===== src/rtl/vote_pkg.sv =====
// Shared definitions for the ballot session: FSM encoding, default timing
// parameters and the one-hot helpers used by the lock and vote stages.
package vote_pkg;

    localparam int NUM_CAND     = 4;
    localparam int IDX_W        = $clog2(NUM_CAND);

    localparam int DEF_WINDOW   = 16;
    localparam int DEF_MAX_FAIL = 3;
    localparam int DEF_LOCK_CYC = 64;

    typedef enum logic [1:0] {
        IDLE   = 2'd0,
        ARMED  = 2'd1,
        COMMIT = 2'd2,
        LOCKED = 2'd3
    } state_t;

    function automatic logic is_one_hot(input logic [NUM_CAND-1:0] v);
        return (v != '0) && ((v & (v - 1'b1)) == '0);
    endfunction

    function automatic logic [IDX_W-1:0] one_hot_idx(input logic [NUM_CAND-1:0] v);
        logic [IDX_W-1:0] idx;
        idx = '0;
        for (int i = 0; i < NUM_CAND; i++) begin
            if (v[i]) idx = IDX_W'(i);
        end
        return idx;
    endfunction

endpackage


===== src/rtl/sat_counter.sv =====
// Saturating up-counter with synchronous clear; holds at all-ones instead of
// wrapping so a full tally never rolls back to zero.
module sat_counter #(
    parameter int CNT_W = 8
) (
    input  logic             clk,
    input  logic             rst_n,
    input  logic             inc,
    input  logic             clr,
    output logic [CNT_W-1:0] count,
    output logic             saturated
);

    assign saturated = (count == '1);

    // NOTE: tallies are architectural state that must read zero after reset,
    // so they are reset here rather than left to power-up contents.
    always_ff @(posedge clk or negedge rst_n) begin
        if (!rst_n) begin
            count <= '0;
        end else if (clr) begin
            count <= '0;
        end else if (inc && !saturated) begin
            // NOTE: non-blocking assignment keeps every register sampling the
            // pre-edge values, independent of process ordering.
            count <= count + 1'b1;
        end
    end

endmodule


===== src/rtl/vote_session.sv =====
// Code-locked single-vote ballot: a Correct code opens a timed window for one
// vote, repeated Incorrect codes lock the panel out for a fixed period.
module vote_session
    import vote_pkg::*;
#(
    parameter int CNT_W    = 8,
    parameter int WINDOW   = DEF_WINDOW,
    parameter int MAX_FAIL = DEF_MAX_FAIL,
    parameter int LOCK_CYC = DEF_LOCK_CYC
) (
    input  logic                clock,
    input  logic                Reset_n,
    input  logic                Correct,
    input  logic                Incorrect,
    input  logic [3:0]          Vote,
    input  logic                Clear,
    input  logic [1:0]          Sel,
    output logic                Unlocked,
    output logic                Lockout,
    output logic                Vote_Accepted,
    output logic                Invalid,
    output logic                Timeout,
    output logic [CNT_W-1:0]    Tally,
    output logic [CNT_W+1:0]    Total
);

    localparam int WIN_W  = (WINDOW > 1) ? $clog2(WINDOW) : 1;
    localparam int LOCK_W = (LOCK_CYC > 1) ? $clog2(LOCK_CYC) : 1;
    localparam int FAIL_W = $clog2(MAX_FAIL + 1);

    state_t             state, state_nxt;
    logic [WIN_W-1:0]   win_tmr, win_nxt;
    logic [LOCK_W-1:0]  lock_tmr, lock_nxt;
    logic [FAIL_W-1:0]  fail_cnt, fail_nxt, fail_inc;
    logic [IDX_W-1:0]   idx, idx_nxt;
    logic               invalid_nxt, timeout_nxt;

    logic [CNT_W-1:0]   counts [NUM_CAND];
    logic [NUM_CAND-1:0] sat_vec;
    logic               commit, clear_ok;

    assign fail_inc = fail_cnt + 1'b1;
    assign commit   = (state == COMMIT);
    assign clear_ok = (state == IDLE) && Clear;

    // NOTE: every variable gets a default before the case so no path through
    // this block can leave one unassigned and infer a latch.
    always_comb begin
        state_nxt   = IDLE;
        win_nxt     = win_tmr;
        lock_nxt    = lock_tmr;
        fail_nxt    = fail_cnt;
        idx_nxt     = idx;
        invalid_nxt = 1'b0;
        timeout_nxt = 1'b0;

        case (state)
            IDLE: begin
                // A simultaneous Correct and Incorrect counts as a failure.
                if (Incorrect) begin
                    if (fail_inc == FAIL_W'(MAX_FAIL)) begin
                        state_nxt = LOCKED;
                        lock_nxt  = LOCK_W'(LOCK_CYC - 1);
                        fail_nxt  = '0;
                    end else begin
                        state_nxt = IDLE;
                        fail_nxt  = fail_inc;
                    end
                end else if (Correct) begin
                    state_nxt = ARMED;
                    win_nxt   = WIN_W'(WINDOW - 1);
                    fail_nxt  = '0;
                end else begin
                    state_nxt = IDLE;
                end
            end

            ARMED: begin
                // An accepted vote wins over expiry on the window's last cycle.
                if (is_one_hot(Vote)) begin
                    state_nxt = COMMIT;
                    idx_nxt   = one_hot_idx(Vote);
                end else begin
                    invalid_nxt = (Vote != '0);
                    if (win_tmr == '0) begin
                        state_nxt   = IDLE;
                        timeout_nxt = 1'b1;
                    end else begin
                        state_nxt = ARMED;
                        win_nxt   = win_tmr - 1'b1;
                    end
                end
            end

            COMMIT: begin
                state_nxt = IDLE;
            end

            LOCKED: begin
                if (lock_tmr == '0) begin
                    state_nxt = IDLE;
                end else begin
                    state_nxt = LOCKED;
                    lock_nxt  = lock_tmr - 1'b1;
                end
            end

            default: state_nxt = IDLE;
        endcase
    end

    always_ff @(posedge clock or negedge Reset_n) begin
        if (!Reset_n) begin
            state    <= IDLE;
            win_tmr  <= '0;
            lock_tmr <= '0;
            fail_cnt <= '0;
            idx      <= '0;
            Invalid  <= 1'b0;
            Timeout  <= 1'b0;
        end else begin
            state    <= state_nxt;
            win_tmr  <= win_nxt;
            lock_tmr <= lock_nxt;
            fail_cnt <= fail_nxt;
            idx      <= idx_nxt;
            Invalid  <= invalid_nxt;
            Timeout  <= timeout_nxt;
        end
    end

    for (genvar g = 0; g < NUM_CAND; g++) begin : g_cand
        sat_counter #(
            .CNT_W (CNT_W)
        ) u_cnt (
            .clk       (clock),
            .rst_n     (Reset_n),
            .inc       (commit && (idx == IDX_W'(g))),
            .clr       (clear_ok),
            .count     (counts[g]),
            .saturated (sat_vec[g])
        );
    end

    // Total follows only votes that actually moved a tally.
    always_ff @(posedge clock or negedge Reset_n) begin
        if (!Reset_n) begin
            Total <= '0;
        end else if (clear_ok) begin
            Total <= '0;
        end else if (commit && !sat_vec[idx]) begin
            Total <= Total + 1'b1;
        end
    end

    assign Unlocked      = (state == ARMED);
    assign Lockout       = (state == LOCKED);
    assign Vote_Accepted = commit;
    assign Tally         = counts[Sel];

endmodule


===== config.mk =====
export PLATFORM = sky130hd
export DESIGN_NAME = vote_session
export DESIGN_NICKNAME = d
export VERILOG_FILES = /design/src/rtl/vote_pkg.sv /design/src/rtl/sat_counter.sv /design/src/rtl/vote_session.sv
export SDC_FILE = /design/constraint.sdc
export NUM_CORES = 1
export LEC_CHECK = 0
export ABC_AREA = 1
export BUFFER_PORTS_ARGS = -buffer_cell sky130_fd_sc_hd__buf_4
export CAP_MARGIN = 0
export CORE_UTILIZATION = 45
export CTS_BUF_LIST = sky130_fd_sc_hd__clkbuf_4
export CTS_CLUSTER_DIAMETER = 150
export DETAILED_ROUTE_END_ITERATION = 10
export PLACE_DENSITY = 0.6
export SKIP_CTS_REPAIR_TIMING = 1
export SYNTH_ARGS = -nofsm -noshare
export SYNTH_HDL_FRONTEND = slang
export SYNTH_HIERARCHICAL = 1
export SYNTH_SLANG_ARGS = --single-unit

===== constraint.sdc =====
create_clock -name clock -period 4.4 [get_ports clock]
set_input_delay 0.88 -clock clock [delete_from_list [all_inputs] [get_ports clock]]
set_output_delay 0.88 -clock clock [all_outputs]
set_load 0.01 [all_outputs]

* After elaboration in Yosys (flattened, before gate mapping) *
Cells that the tools add are included.

storage, ports and cells
  register bits after elaboration = 60
  output and inout port bits = 23

cells by class
  add/sub/neg operators = 9
  order comparisons = 2
  equal/unequal tests = 18
  mux-type cells = 42
  bitwise logic cells = 2
  reduce and logical (&&, ||, !) cells = 34

operators by type and width
  operator                                           count
  two-way mux 8 bit                                  10
  adder 8 x 1 -> 8 bit (second input constant)       4
  == test 8 bit (second input constant)              4
  two-way mux 10 bit                                 2
  two-way mux 2 bit                                  9
  two-way mux 6 bit                                  3
  binary-select mux 8 bit (select 2 bit)             1
  two-way mux 4 bit                                  4
  nonzero test 2 bit                                 8
  != test 2 bit (second input constant)              6
  one-hot mux 6 bit (2 select lines)                 1
  logical AND 1 bit                                  11
  adder 10 x 1 -> 10 bit (second input constant)     1
  == test 2 bit (second input constant)              5
  two-way mux 1 bit                                  9
  logical NOT 4 bit                                  2
  one-hot mux 2 bit (4 select lines)                 1
  one-hot mux 4 bit (2 select lines)                 1
  subtractor 4 x 1 -> 4 bit (second input constant)  2
  logical NOT 6 bit                                  1
  subtractor 6 x 1 -> 6 bit (second input constant)  1
  logical NOT 1 bit                                  5
  AND reduction 5 bit                                1
  bitwise AND 4 bit                                  1
  other kinds (11)                                   14

* Longest topological paths before layout *
  word-level depth = 7
  depth in mapped cells = 12
  depth with buffers taken out = 11

* Cells and area by module *
Netlist, hierarchy kept.

modules (own cells, without submodules)
  module        instances  cells each  area an instance (sq um)  seq. area each (sq um)
  sat_counter   4          70          508.0                     200.2
  vote_session  1          269         1899.3                    700.7

* Least setup slack after synthesis *
OpenSTA, ideal clock, no wires.

  kind = input to output
  start = input Sel[0]
  end = output Tally[5]
  arrival = 1563 ps
  data required time = 3520 ps
  setup slack = 1957 ps
  stages on the path = 4
  path buffers = 1
  cells stage by stage = inv_1 clkbuf_1 o21ai_0 o22ai_1

on the way
  longest elaborated chain between the ends = 4

RTL lines
  item                                                   RTL line             source
  from (decl)                                            vote_session.sv:17   input logic [1:0] Sel,
  inverter 2 -> 3 bit (not written as such)              vote_session.sv:159  assign Tally = counts[Sel];
  binary-select mux 8 bit (select 2 bit)                 vote_session.sv:159
  two-way mux 8 bit (not written as such) (2 in series)  vote_session.sv:159
  to (decl)                                              vote_session.sv:23   output logic [CNT_W-1:0] Tally,

No other way between the ends. The select of a mux whose other input is x is not followed.

* Final worst setup path *
Ends and elaborated chain as after synthesis.

==> reports/results.txt <==
status: finished, final reports clean
Synth Register Bits: 60
drt initial violations: 204
maximum vdd drop: 0.2542 mV
CP Class: in -> out
Initial Util: 0.4713
chip width: 95.47 um
relative slew slack: 0.4398
Port Buffer Count: 33
CTS tree: done
Synth area leader: dfrtp_1
Final Cycle Share: 0.6185
Seq pwr share: 0.396
die extent in y: 95.47 um
Gate power share: 0.368
Setup Total Neg Slack: 0 ns
ANT cells: 0
Sink Count: 60
share of layout cells above drive strength 1: 0.1532
Least-Margin Pin Slew: 0.8340 ns
Pwr Density: 470.8 mW/mm2
initial antenna violation count: 0
total core area: 0.008341 mm2
Worst Path Required: 3.52 ns
total gr overflow: 0
WP data arrival: 1.84 ns
Clock Tree Root: clkbuf_4
vias in the first global route: 3180
hold crit path type: reg -> reg
Final GP Congestion: 0.8643
CTS Buffer Depth: 2
Post-DP HPWL: 6550 um
Seq/Total Area, Yosys: 0.3819
Mapped Area: 0.003931 mm2
Vias/cell: 5.163
switch share: 0.4048
worst clock skew: 0.01644 ns
largest net degree at the start of global routing: 61
NetSw: 0.0008503 W
Syn Nets: 569
clock share of power: 0.236
share of Yosys cell area claimed by the top area cell type: 0.3819
Worst setup SP type: input port
Syn Inst Count: 549
drt total wl: 8779 um
DR DRC count: 0
dpl cell area: 0.004284 mm2
internal power: 0.001250 W
Clk Latency, worst-skew pair: 0.41 ns
Clk pin slew, worst setup/hold paths: 0.11 ns
first-pass GRT wire length: 14630 um
cell count of the worst hold path: 2
post-synthesis area per instance: 7.161 um2
Pins Over Slew Limit: 0
vias: 3609
die area: 0.009114 mm2
Final setup viols: 0
Max FO, Critical Path: 17
ANT nets after route: 0
placement row count: 33
Top Ports: 34
total iterations of the first detailed-routing run: 5
Final min period: 2.721 ns
Critical Path Sink Type: output port
RSZ-0062 raised after global routing: false
FMAX: 0.3675 GHz
H-tree Lvls: 3
Filler cells: 830
Syn. warnings: 6
Area Growth Syn to Fin: 13.49%
CTS Buf Count: 9
R2R depth: 8
Finished Cell Area: 0.004462 mm2
max-cap viol count: 0
Final #Nets: 609
Hold Fails Final Rpt: 0
Total GRT Usage: 0.2085
total power: 0.002101 W
Leakage: 2.282 nW
top cells by area, synth: dfrtp_1 38%, nand2_1 14%, nand3_1 6.5%
WL per Instance: 12.56 um
Synth cell types: 29
-- kinds of logic after synthesis --
family,synth area share
XOR/XNOR,0.02228
adder cells (fa/ha/maj),0.02864
flip-flops,0.3819
buffers and inverters,0.08339
AND/OR/NAND/NOR,0.3943
AO/OA/AOI/OAI,0.08943
-- path summary, 6_finish.rpt --
check                           startpoint                  endpoint  slack (ns)
worst min-delay path            win_tmr[0]                win_tmr[0]        0.49
worst max-delay path                Sel[0]                  Tally[5]        1.68
min in group asynchronous          Reset_n  g_cand[3].u_cnt/count[3]        0.53
worst max register to register    state[0]  g_cand[1].u_cnt/count[2]        2.24
max in group asynchronous          Reset_n  g_cand[1].u_cnt/count[7]        3.36
worst min register to register  win_tmr[0]                win_tmr[0]        0.49
-- through the flow --
| step | hold WS (ns) | utilization | cells | worst slack (ns) |
|---|---|---|---|---|
| CTS | 0.5023 | 0.5350 | 699 | 1.701 |
| detailed placement | 0.4737 | 0.5137 | 683 | 1.702 |
| global route | 0.5329 | 0.5350 | 699 | 1.562 |
| global placement | 0.4572 | 0.5137 | 683 | 1.706 |
| finish | 0.4937 | 0.5350 | 699 | 1.679 |
| floorplan | 0.4419 | - | 549 | 1.957 |
-- Yosys cell counts --
library cell  number
nand3_1           51
nor3_4             1
nand3_2            2
dfrtp_1           60
nand2_4           12
o21a_1             1
or2_2              2
nor2_1            59
clkinv_4           4
buf_4              1
nand3b_1           2
o21ai_2            1
clkbuf_1           2
nand2_2            5
buf_6              1
nand2_1          148
xor2_1            10
a21oi_1            9
inv_2              3
nor2_2             7
nor3_1            13
nor2_4             7
o21ai_1           10
nand4_1           16
o22ai_1            8
ha_1               9
o21ai_0           35
o21bai_1           2
inv_1             68
-- flip-flops by register name, summed over array words and instances (netlist names) --
name                cells
fail_cnt                2
Total                  10
g_cand.u_cnt/count     32
state                   2
idx                     2
win_tmr                 4
lock_tmr                6
Timeout                 1
Invalid                 1
-- critical path, cell delays in order --
cell	delay (ns)
buf_4	0.16
inv_1	0.30
nor2_1	0.09
o22ai_1	0.24
buf_4	0.17
-- placed cells by master (no fill, tap or decap), types with 2 or more instances in the layout --
| cell type | netlist | layout |
|---|---|---|
| clkinv_1 | 0 | 2 |
| nor2_2 | 7 | 7 |
| inv_1 | 68 | 68 |
| nand3_1 | 51 | 51 |
| nand3_2 | 2 | 2 |
| buf_4 | 1 | 33 |
| nand2_4 | 12 | 12 |
| nor3_1 | 13 | 13 |
| nand4_1 | 16 | 16 |
| xor2_1 | 10 | 10 |
| dfrtp_1 | 60 | 60 |
| nor2_1 | 59 | 59 |
| o21ai_0 | 35 | 35 |
| nand2_1 | 148 | 148 |
| clkinv_4 | 4 | 4 |
| nand2_2 | 5 | 5 |
| o21bai_1 | 2 | 2 |
| or2_2 | 2 | 2 |
| nand3b_1 | 2 | 2 |
| clkbuf_4 | 0 | 10 |
| a21oi_1 | 9 | 9 |
| bufinv_16 | 0 | 3 |
| inv_2 | 3 | 3 |
| ha_1 | 9 | 9 |
| nor2_4 | 7 | 7 |
| o22ai_1 | 8 | 8 |
| o21ai_1 | 10 | 10 |
-- routing by layer --
layer	up-vias	GRT usage	wire length, um
met5	-	0	0
met4	0	0.06219	124
met3	11	0.05343	403
met2	79	0.3220	3976
met1	1668	0.2866	4275
li1	1851	-	-
-- cell type report --
class                           instances  area, um2  share of cell area
Multi-Input combinational cell        410       2102              0.4711
Sequential cell                        60       1501              0.3365
Inverter                               75      301.5             0.06758
Timing Repair Buffer                   33      247.7             0.05552
Tap cell                              105      131.4             0.02944
Clock inverter                          6      102.6             0.02299
Clock buffer                           10      75.07             0.01683
-- power by group through the flow --
stage | sequential [W] | combinational [W] | clock, W
floorplan | 0.000806 | 0.000594 | 0
global placement | 0.000839 | 0.000767 | 0
detailed placement | 0.000842 | 0.000780 | 0
CTS | 0.000833 | 0.000781 | 0.000508
global route | 0.000857 | 0.000890 | 0.000535
finish | 0.000833 | 0.000773 | 0.000495
No activity file was read; power rests on OpenSTA's default activity.
